File: config.mk
export PLATFORM = sky130hd
export DESIGN_NAME = clk_gate_ctrl
export DESIGN_NICKNAME = d
export VERILOG_FILES = /design/src/rtl/clk_gate_pkg.sv /design/src/rtl/clk_gate_ctrl_sync_2ff.sv /design/src/rtl/clk_gate_ctrl.sv
export SDC_FILE = /design/constraint.sdc
export NUM_CORES = 1
export LEC_CHECK = 0
export CAP_MARGIN = 25
export CORE_ASPECT_RATIO = 1.4
export CORE_MARGIN = 3
export CORE_UTILIZATION = 40
export CTS_CLUSTER_DIAMETER = 50
export CTS_CLUSTER_SIZE = 20
export DETAILED_ROUTE_END_ITERATION = 8
export DONT_BUFFER_PORTS = 1
export SETUP_SLACK_MARGIN = 0.3
export SKIP_CTS_REPAIR_TIMING = 1
export SLEW_MARGIN = 30
export SYNTH_ARGS = -nofsm -noshare
export SYNTH_HDL_FRONTEND = slang
export SYNTH_HIERARCHICAL = 1
export SYNTH_SLANG_ARGS = --single-unit
File: constraint.sdc
create_clock -name clk -period 3.4 [get_ports clk]
set_input_delay 0.34 -clock clk [delete_from_list [all_inputs] [get_ports clk]]
set_output_delay 0.34 -clock clk [all_outputs]
set_load 0.1 [all_outputs]
File: src/rtl/clk_gate_pkg.sv
// Shared types and helpers for the clock-gate sequencing controller:
// the sequencer state encoding and the phase-counter width function.
package clk_gate_pkg;

    typedef enum logic [1:0] {
        OFF   = 2'd0,
        WAKE  = 2'd1,
        ON    = 2'd2,
        DRAIN = 2'd3
    } gate_state_t;

    // Wide enough to hold the largest phase length without wrapping.
    function automatic int cnt_width(input int a, input int b, input int c, input int d);
        int m;
        m = a;
        if (b > m) m = b;
        if (c > m) m = c;
        if (d > m) m = d;
        return $clog2(m + 1);
    endfunction

endpackage

File: src/rtl/clk_gate_ctrl_sync_2ff.sv
// Two-flop synchronizer for asynchronous level inputs, with an asynchronous
// reset and a parameterized reset value.
module sync_2ff #(
    parameter int              WIDTH     = 1,
    parameter logic [WIDTH-1:0] RESET_VAL = '0
) (
    input  logic             clk,
    input  logic             reset,
    input  logic [WIDTH-1:0] d,
    output logic [WIDTH-1:0] q
);

    logic [WIDTH-1:0] meta_reg;
    logic [WIDTH-1:0] sync_reg;

    always_ff @(posedge clk or posedge reset) begin
        if (reset) begin
            meta_reg <= RESET_VAL;
            sync_reg <= RESET_VAL;
        end else begin
            meta_reg <= d;
            sync_reg <= meta_reg;
        end
    end

    assign q = sync_reg;

endmodule

File: src/rtl/clk_gate_ctrl.sv
// Wake/drain sequencer driving the CE pin of a gated global clock buffer.
// Optional idle auto-off is enabled by defining CLK_GATE_AUTO_OFF_EN.
module clk_gate_ctrl
    import clk_gate_pkg::*;
#(
    parameter int WAKE_CYCLES   = 4,
    parameter int MIN_ON_CYCLES = 8,
    parameter int DRAIN_CYCLES  = 16,
    parameter int IDLE_CYCLES   = 64
) (
    input  logic clk,
    input  logic reset,
    input  logic req,
    input  logic activity,
    output logic ce,
    output logic ack,
    output logic busy
);

    localparam int CNT_W = cnt_width(WAKE_CYCLES, MIN_ON_CYCLES, DRAIN_CYCLES, IDLE_CYCLES);

    localparam logic [CNT_W-1:0] WAKE_LOAD  = CNT_W'(WAKE_CYCLES - 1);
    localparam logic [CNT_W-1:0] MIN_LOAD   = CNT_W'(MIN_ON_CYCLES - 1);
    localparam logic [CNT_W-1:0] DRAIN_LOAD = CNT_W'(DRAIN_CYCLES - 1);

    gate_state_t      state_reg, state_next;
    logic [CNT_W-1:0] cnt_reg, cnt_next;
    logic             ce_reg, ack_reg, busy_reg;
    logic             req_s;
    logic             disarm_reg;
    logic             idle_expired;

    sync_2ff #(
        .WIDTH     (1),
        .RESET_VAL (1'b0)
    ) u_req_sync (
        .clk   (clk),
        .reset (reset),
        .d     (req),
        .q     (req_s)
    );

`ifdef CLK_GATE_AUTO_OFF_EN
    localparam logic [CNT_W-1:0] IDLE_LOAD = CNT_W'(IDLE_CYCLES - 1);

    logic [CNT_W-1:0] idle_reg, idle_next;
    logic             disarm_next;

    // Idle timer is armed on every entry to ON and restarted by activity.
    always_comb begin
        idle_next = idle_reg;
        if (state_reg != ON) begin
            if (state_next == ON)
                idle_next = IDLE_LOAD;
        end else if (activity) begin
            idle_next = IDLE_LOAD;
        end else if (idle_reg != '0) begin
            idle_next = idle_reg - 1'b1;
        end
    end

    // Leaving ON while req_s is still high can only be the idle timeout.
    always_comb begin
        disarm_next = disarm_reg;
        if (!req_s)
            disarm_next = 1'b0;
        else if (state_reg == ON && state_next == DRAIN)
            disarm_next = 1'b1;
    end

    always_ff @(posedge clk or posedge reset) begin
        if (reset) begin
            idle_reg   <= '0;
            disarm_reg <= 1'b0;
        end else begin
            idle_reg   <= idle_next;
            disarm_reg <= disarm_next;
        end
    end

    assign idle_expired = (idle_reg == '0);
`else
    logic unused_activity;
    assign unused_activity = activity;
    assign disarm_reg      = 1'b0;
    assign idle_expired    = 1'b0;
`endif

    always_comb begin
        state_next = state_reg;
        cnt_next   = cnt_reg;
        case (state_reg)
            OFF: begin
                if (req_s && !disarm_reg) begin
                    state_next = WAKE;
                    cnt_next   = WAKE_LOAD;
                end
            end
            WAKE: begin
                if (cnt_reg == '0) begin
                    state_next = ON;
                    cnt_next   = MIN_LOAD;
                end else begin
                    cnt_next = cnt_reg - 1'b1;
                end
            end
            ON: begin
                if (cnt_reg == '0 && (!req_s || idle_expired)) begin
                    state_next = DRAIN;
                    cnt_next   = DRAIN_LOAD;
                end else if (cnt_reg != '0) begin
                    cnt_next = cnt_reg - 1'b1;
                end
            end
            DRAIN: begin
                // Min-on was already met before draining, so return with it satisfied.
                if (req_s && !disarm_reg) begin
                    state_next = ON;
                    cnt_next   = '0;
                end else if (cnt_reg == '0) begin
                    state_next = OFF;
                end else begin
                    cnt_next = cnt_reg - 1'b1;
                end
            end
            default: begin
                state_next = OFF;
                cnt_next   = '0;
            end
        endcase
    end

    // Outputs are registered from the next state so CE never glitches.
    always_ff @(posedge clk or posedge reset) begin
        if (reset) begin
            state_reg <= OFF;
            cnt_reg   <= '0;
            ce_reg    <= 1'b0;
            ack_reg   <= 1'b0;
            busy_reg  <= 1'b0;
        end else begin
            state_reg <= state_next;
            cnt_reg   <= cnt_next;
            ce_reg    <= (state_next != OFF);
            ack_reg   <= (state_next == ON);
            busy_reg  <= (state_next == WAKE) || (state_next == DRAIN);
        end
    end

    assign ce   = ce_reg;
    assign ack  = ack_reg;
    assign busy = busy_reg;

endmodule

### Word level (Yosys, flattened, before mapping)

Cells that the tools add are included.

| operators by class | value |
|---|---|
| add/subtract/negate cells | 1 |
| equal/unequal tests | 9 |
| mux-type cells | 13 |
| reduce and logical (&&, ||, !) cells | 8 |

Operators by type and width:

| kind | number |
|---|---|
| $mux 7 | 6 |
| $pmux 7 s4 | 1 |
| $mux 2 | 5 |
| $eq 2x2->1 const B | 4 |
| $pmux 2 s4 | 1 |
| $logic_not 7->1 | 1 |
| $reduce_bool 7->1 | 1 |
| $sub 7x1->7 const B | 1 |
| $eq 2x1->1 const B | 2 |
| $ne 3x2->1 const B | 1 |
| $ne 3x3->1 const B | 1 |
| $reduce_and 3->1 | 1 |
| $logic_not 2->1 | 1 |
| $ne 2x1->1 const B | 1 |
| $reduce_bool 2->1 | 1 |
| $logic_and 1x1->1 | 1 |
| $logic_not 1->1 | 1 |
| $logic_or 1x1->1 | 1 |

| storage, ports and cells | value |
|---|---|
| register bits after elaboration | 14 |
| input port bits | 4 |
| output and inout port bits | 3 |

### Depth between registers and ports, before layout

Gate-level depths: netlist of the first run.

| logic depth | value |
|---|---|
| depth in word-level cells | 6 |
| depth in mapped cells | 7 |

### Hierarchy

Netlist of the first run, hierarchy kept.

By module, submodules not included:

| module | times used | cells each | area an instance (um2) | sequential area each (um2) |
|---|---|---|---|---|
| clk_gate_ctrl | 1 | 95 | 797.0 | 275.3 |
| sync_2ff | 1 | 3 | 53.8 | 50.0 |

### Least setup slack after synthesis of the first run

Ideal clock, no wire load.

| timing | value |
|---|---|
| kind | reg2reg |
| start | register busy (netlist name) |
| end | register cnt_reg[5] |
| library setup time | 0.137 ns |
| data arrival time | 1.957 ns |
| slack | 1.307 ns |
| stages on the path, launching flop included | 6 |
| path buffers | 2 |
| cell sequence | dfrtp_1 > clkbuf_1 > clkbuf_1 > nor3_1 > o31ai_1 > o31ai_1 |

RTL lines:

| element | line | RTL |
|---|---|---|
| end signal: assignment | clk_gate_ctrl.sv:143 | `cnt_reg <= cnt_next;` |
| end: declaration | clk_gate_ctrl.sv:27 | `logic [CNT_W-1:0] cnt_reg, cnt_next;` |

### Worst setup path in the final report of the first run

| timing | value |
|---|---|
| start | register cnt_reg[2] |
| end | register cnt_reg[3] |

| on the way | value |
|---|---|
| longest elaborated chain between the ends | 4 |
| elaborated cells between the ends (all ways) | 13 |
| those cells by class | add/sub: 1; eq/ne: 2; mux: 6; reduce/logical: 4 |

RTL lines:

| element | line | RTL |
|---|---|---|
| $sub 7x1->7 or $logic_not 7->1 (tied branches) | -- |  |
| $mux 7, or another cell as far along | clk_gate_ctrl.sv:120 | `end else if (cnt_reg == '0) begin` |
| $mux 7, or another cell as far along | clk_gate_ctrl.sv:117 | `if (req_s && !disarm_reg) begin` |
| $pmux 7 s4 or $reduce_and 3->1 (tied branches) | -- |  |

Several ways; a longest one is shown, not always the timed one. The select of a mux whose other input is x is not followed.
A chain may end at the register's enable or synchronous reset.

==> results of run 1 <==
[cell usage after synthesis, drive strengths merged]
master   instances  area (µm²)
or2b             1        8.76
nand2            9        33.8
xor2             1        8.76
a211oi           3        22.5
nand3            1        5.00
a22oi            1        7.51
nand2b           1        6.26
a32oi            1        8.76
xnor2            2        17.5
or4b             1        10.0
o31ai            3        22.5
a31oi            1        6.26
nand4            1        6.26
a21oi            7        35.0
dfrtp           13         325
nor4             2        12.5
or4              1        11.3
clkbuf           5        18.8
inv              6        22.5
o2bb2ai          1        8.76
and2             2        12.5
buf              2        22.5
o211ai           3        22.5
o221a            1        11.3
ha               2        25.0
o221ai           1        8.76
nor2b            1        6.26
a32o             1        10.0
or3              1        7.51
o311ai           2        17.5
o21ai            6        30.0
nor3             3        15.0
nor2             8        30.0
or2              1        6.26
a221oi           2        17.5
maj3             1        10.0
[metal layers]
layer | vias up | share of wire | GRT usage
met2 | 35 | 0.51 | 0.261
met3 | 7 | 0.068 | 0.0386
met1 | 366 | 0.39 | 0.200
met4 | 0 | 0.030 | 0.0962
met5 | - | 0 | 0
li1 | 362 | - | -
[area by class of cell]
| class | count | share of cell area |
|---|---|---|
| flip-flops and latches | 13 | 0.370 |
| inverters | 6 | 0.0256 |
| well taps | 21 | 0.0299 |
| multi-input cells | 72 | 0.525 |
| repair buffers | 2 | 0.0199 |
| clock buffers | 4 | 0.0299 |
[worst paths after layout]
kind,to
max in group asynchronous,cnt_reg[2]
min in group asynchronous,u_req_sync/q
max reg2reg,cnt_reg[3]
min,u_req_sync/meta_reg
max,cnt_reg[3]
min reg2reg,u_req_sync/q
[where the power goes]
| part | internal [mW] | leakage (nW) | total, mW | switching, mW |
|---|---|---|---|---|
| combinational | 0.189 | 0.181 | 0.454 | 0.264 |
| clock | 0.0456 | 0.0150 | 0.102 | 0.0564 |
| sequential | 0.212 | 0.155 | 0.404 | 0.192 |
[through the flow]
| stage | instance area, µm² | hold slack, ns | worst slack [ns] |
|---|---|---|---|
| 2_1_floorplan | 851 | 0.0812 | 1.31 |
| 3_3_place_gp | 843 | 0.0841 | 1.36 |
| 3_5_place_dp | 843 | 0.0863 | 1.34 |
| 4_1_cts | 870 | -0.222 | 1.33 |
| 5_1_grt | 880 | 0.0651 | 1.23 |
| 6_report | 880 | 0.0768 | 1.31 |
[kinds of logic after synthesis]
kind of cell	Yosys count
XOR/XNOR	3
AND/OR/NAND/NOR	33
adder cells (fa/ha/maj)	3
buffers and inverters	13
AO/OA/AOI/OAI	33
flip-flops	13
==> metrics.md, run 1 <==
| Metric | Value |
|---|---|
| Power per cell area | 1090 nW/µm² |
| Max Clock Skew | 0.00381 ns |
| Hold path depth | 0 |
| Crit path launch | cnt_reg[2] |
| Total routed wirelength | 1920 µm |
| Row cnt | 19 |
| Pins Over Slew Limit | 0 |
| Synth Register Bits | 13 |
| Largest delay share family, worst path | simple AND/OR/NAND/NOR gates |
| Fin cells | 118 |
| Reg2Reg Setup Slack | 1.31 ns |
| Height of the chip | 60.6 µm |
| Area of the core | 2000 µm² |
| Max FO, Critical Path | 9 |
| Crit path launch type | register |
| DR DRC count | 0 |
| Sequential area share after synthesis | 0.382 |
| Largest family of logic cells by synthesized area | compound AO/OA/AOI/OAI gates |
| Num CTS Buffers | 3 |
| Count of maximum capacitance violations | 0 |
| R2r worst-path depth | 4 |
| Measured slew at the worst slew-check pin | 0.866 ns |
| RSZ-0062 raised after global routing | false |
| Antenna diode count | 0 |
| Mapped Nets | 104 |
| Die area | 2720 µm² |
| First-pass GRT wire length | 3280 µm |
| Via total after detailed routing | 770 |
| Count of port buffers added during placement | 0 |
| GR Overflow Total | 0 |
| Reg2reg start | cnt_reg[2] |
| Total GRT Usage | 0.164 |
| Fraction of layout cells with a size suffix above 1 | 0.0928 |
| Peak supply drop | 0.567 mV |
| Buf/Inv on CP | 0 |
| Post-layout min period | 2.09 ns |
| Cell mode on critical path | nor2_1 |
| Critical Path Stages | 4 |
| Synthesized-area fraction occupied by adder cells | 0.0412 |
| Synth Area in Compound Gates | 0.269 |
| CP arrival | 2.27 ns |
| FMAX | 0.477 GHz |
| Most frequent cells in the layout | dfrtp_1, nand2_1, nor2_1, a21oi_1 |
| Largest net degree at the start of global routing | 21 |
| Final cell utilization of the core | 0.440 |
| Rel. slew slack | 0.423 |
| Critical path data required time | 3.58 ns |
| Final setup fails | 0 |
| Pwr Total | 960 µW |
| CTS tree | done |
| Placed insts | 113 |
| Commonest non-fill, non-tap cell in the layout | dfrtp_1 |
| LEAKAGE | 0.351 nW |
| Synth Area in XOR/XNOR | 0.0309 |
| Final hold viol count | 0 |
| Pre-Repair DR Iteration Count | 4 |
| Worst Setup End Kind | register |
| Multi-input logic area | 462 µm² |
| Hold Crit Class | input port to register |
| Mux contribution to synthesized area | 0 |
| Number of global-route vias before repair | 732 |
| Initial antenna violation count | 0 |
| Synth cell types | 37 |
| Simple logic cell fraction of the synthesized area | 0.201 |
| Ys Warns | 6 |
| H-tree levels | 1 |
| Filler cells | 205 |
| Register area | 325 µm² |
| DR WL/cell | 16.3 µm |
| Cell area after synthesis | 851 µm² |
| Crit path cell chain | or4_4 -> nor2_1 -> nor2_1 -> o221a_2 |
| Outcome | completed |
| Max reg flops | 7 |
| Clock Sink Count | 13 |
| Initial DRC Count | 27 |
| Setup CP Type | register to register |
| Initial core utilization | 0.426 |
| Via/cell ratio | 6.53 |
| Hold path startpoint | req |
| Root buf cell | clkbuf_4 |
| IO Count | 7 |
| Tcrit/Tclk final | 0.616 |
| Clock-pin slew on the worst setup and hold paths | 0.09 ns |
| Cells after Synth | 98 |
| Avg Inst Size Synth | 8.68 µm² |
| Later-pin clock latency in the skew report | 0.29 ns |
| Highest-delay cell along the critical path | or4_4 |
| Die Wd | 45.0 µm |
| CTS max path bufs | 2 |
| Post-DP HPWL | 1340 µm |
| Area Overhead vs Synth | 3.38% |
| Gpl congestion | 0.799 |
| Fin nets | 104 |
| Antenna-violating nets left | 0 |
| TNS Setup | 0 ns |
| Slowest stage delay, CP | 0.59 ns |
Power figures use the tool's default switching activity.
==> run 2: changes to the inputs <==
==> constraint.sdc (replaced) <==
create_clock -name clk -period 2.2 [get_ports clk]
set_input_delay 0.22 -clock clk [delete_from_list [all_inputs] [get_ports clk]]
set_output_delay 0.22 -clock clk [all_outputs]
set_load 0.1 [all_outputs]
==> run 2 against run 1 <==
Effect of this change: first-iteration DRC count rose by 3.7%; fmax rose by 16%; register-to-register slack got worse by 0.92 ns; critical path type unchanged; design area rose by 7.0%.
==> metrics.md, run 2 (same netlist as run 1, synthesis figures left out) <==
| Metric | Value |
|---|---|
| Area Overhead vs Synth | 10.6% |
| Measured slew at the worst slew-check pin | 0.859 ns |
| Root buf cell | clkbuf_4 |
| Max reg flops | 7 |
| GR Overflow Total | 0 |
| Gpl congestion | 0.812 |
| Commonest non-fill, non-tap cell in the layout | dfrtp_1 |
| Critical path data required time | 2.44 ns |
| Crit path launch type | register |
| LEAKAGE | 0.382 nW |
| CTS tree | done |
| R2r worst-path depth | 5 |
| DR WL/cell | 16.5 µm |
| Die Wd | 45.0 µm |
| Largest net degree at the start of global routing | 21 |
| Height of the chip | 60.6 µm |
| Fin nets | 111 |
| Placed insts | 117 |
| First-pass GRT wire length | 3480 µm |
| Reg2Reg Setup Slack | 0.39 ns |
| Power per cell area | 1670 nW/µm² |
| Post-layout min period | 1.81 ns |
| Via/cell ratio | 6.32 |
| Total GRT Usage | 0.174 |
| Later-pin clock latency in the skew report | 0.29 ns |
| Crit path cell chain | or4_4 -> or2_4 -> buf_4 -> a21oi_1 -> o221a_2 |
| RSZ-0062 raised after global routing | false |
| Worst Setup End Kind | register |
| Fraction of layout cells with a size suffix above 1 | 0.183 |
| Pins Over Slew Limit | 0 |
| Most frequent cells in the layout | dfrtp_1, nand2_1, nor2_1, a21oi_1, buf_4 |
| Via total after detailed routing | 790 |
| Initial core utilization | 0.426 |
| Final hold viol count | 0 |
| FMAX | 0.553 GHz |
| Slowest stage delay, CP | 0.55 ns |
| Initial DRC Count | 28 |
| CTS max path bufs | 2 |
| CP arrival | 2.05 ns |
| Crit Reg-Reg Endpoint | cnt_reg[3] |
| Die area | 2720 µm² |
| Setup CP Type | register to register |
| Pre-Repair DR Iteration Count | 4 |
| Hold Crit Class | input port to async pin |
| Highest-delay cell along the critical path | or4_4 |
| DR DRC count | 0 |
| Antenna diode count | 0 |
| Clock-pin slew on the worst setup and hold paths | 0.09 ns |
| Total routed wirelength | 2060 µm |
| Row cnt | 19 |
| Final setup fails | 0 |
| Max FO, Critical Path | 6 |
| Count of port buffers added during placement | 0 |
| H-tree levels | 1 |
| Post-DP HPWL | 1370 µm |
| Clock Sink Count | 13 |
| Initial antenna violation count | 0 |
| Count of maximum capacitance violations | 0 |
| Buf/Inv on CP | 1 |
| Area of the core | 2000 µm² |
| Antenna-violating nets left | 0 |
| Fin cells | 125 |
| Peak supply drop | 0.875 mV |
| Num CTS Buffers | 3 |
| TNS Setup | 0 ns |
| Number of global-route vias before repair | 749 |
| Largest delay share family, worst path | simple AND/OR/NAND/NOR gates |
| IO Count | 7 |
| Tcrit/Tclk final | 0.823 |
| Outcome | completed |
| Reg2reg start | cnt_reg[4] |
| Max Clock Skew | 0.0122 ns |
| Rel. slew slack | 0.428 |
-- run 2: changes by cell type in the layout (fill, tap and decap cells not counted), sizes merged --
cell and change:
buf +6, dlygate4sd3 +1
-- run 2: worst register-to-register path: stages, from the launching register on --
cell	delay [ns]
dfrtp_2	0.45
or4_4	0.55
or2_4	0.29
buf_4	0.16
a21oi_1	0.12
o221a_2	0.19
-- run 2: final cells by class --
type	count	area, µm²
fillers	207	1060
inverters	6	22.5
well taps	21	26.3
multi-input cells	72	464
repair buffers	9	72.6
clock buffers	4	26.3
flip-flops and latches	13	329
-- run 2: metal layers --
layer	up-vias	track usage	wire, µm
li1	372	-	-
met1	389	0.215	884
met2	20	0.271	1020
met3	9	0.0237	60
met4	0	0.126	91
met5	-	0	0
-- run 2: worst max-delay path by stage --
| stage | to | slack [ns] | from | cells after the start |
|---|---|---|---|---|
| 2_1_floorplan | cnt_reg[1] | 0.35 | cnt_reg[2] | 6 |
| 3_3_place_gp | cnt_reg[3] | 0.35 | cnt_reg[4] | 5 |
| 3_5_place_dp | busy | 0.35 | cnt_reg[4] | 5 |
| 4_1_cts | busy | 0.32 | cnt_reg[4] | 5 |
| 5_1_grt | cnt_reg[3] | 0.32 | cnt_reg[0] | 7 |
| 6_report | cnt_reg[3] | 0.39 | cnt_reg[4] | 5 |
-- run 2: metrics by stage --
step                       util  total power, mW  instance area (µm²)  worst slack [ns]  hold WS (ns)
after floorplan               -             1.20                  852             0.350       -0.0388
after global placement    0.438             1.35                  875             0.346       -0.0360
after detailed placement  0.438             1.37                  875             0.348       -0.0312
after CTS                 0.451             1.52                  901             0.323        -0.333
after global routing      0.471             1.70                  941             0.318         0.280
final                     0.471             1.58                  941             0.390         0.252
-- run 2: report_power, final --
part / leakage (nW) / switching (mW) / internal, mW
logic: 0.215 / 0.487 / 0.355
registers: 0.151 / 0.245 / 0.333
clock network: 0.0150 / 0.0849 / 0.0705
total: 0.382 / 0.817 / 0.758
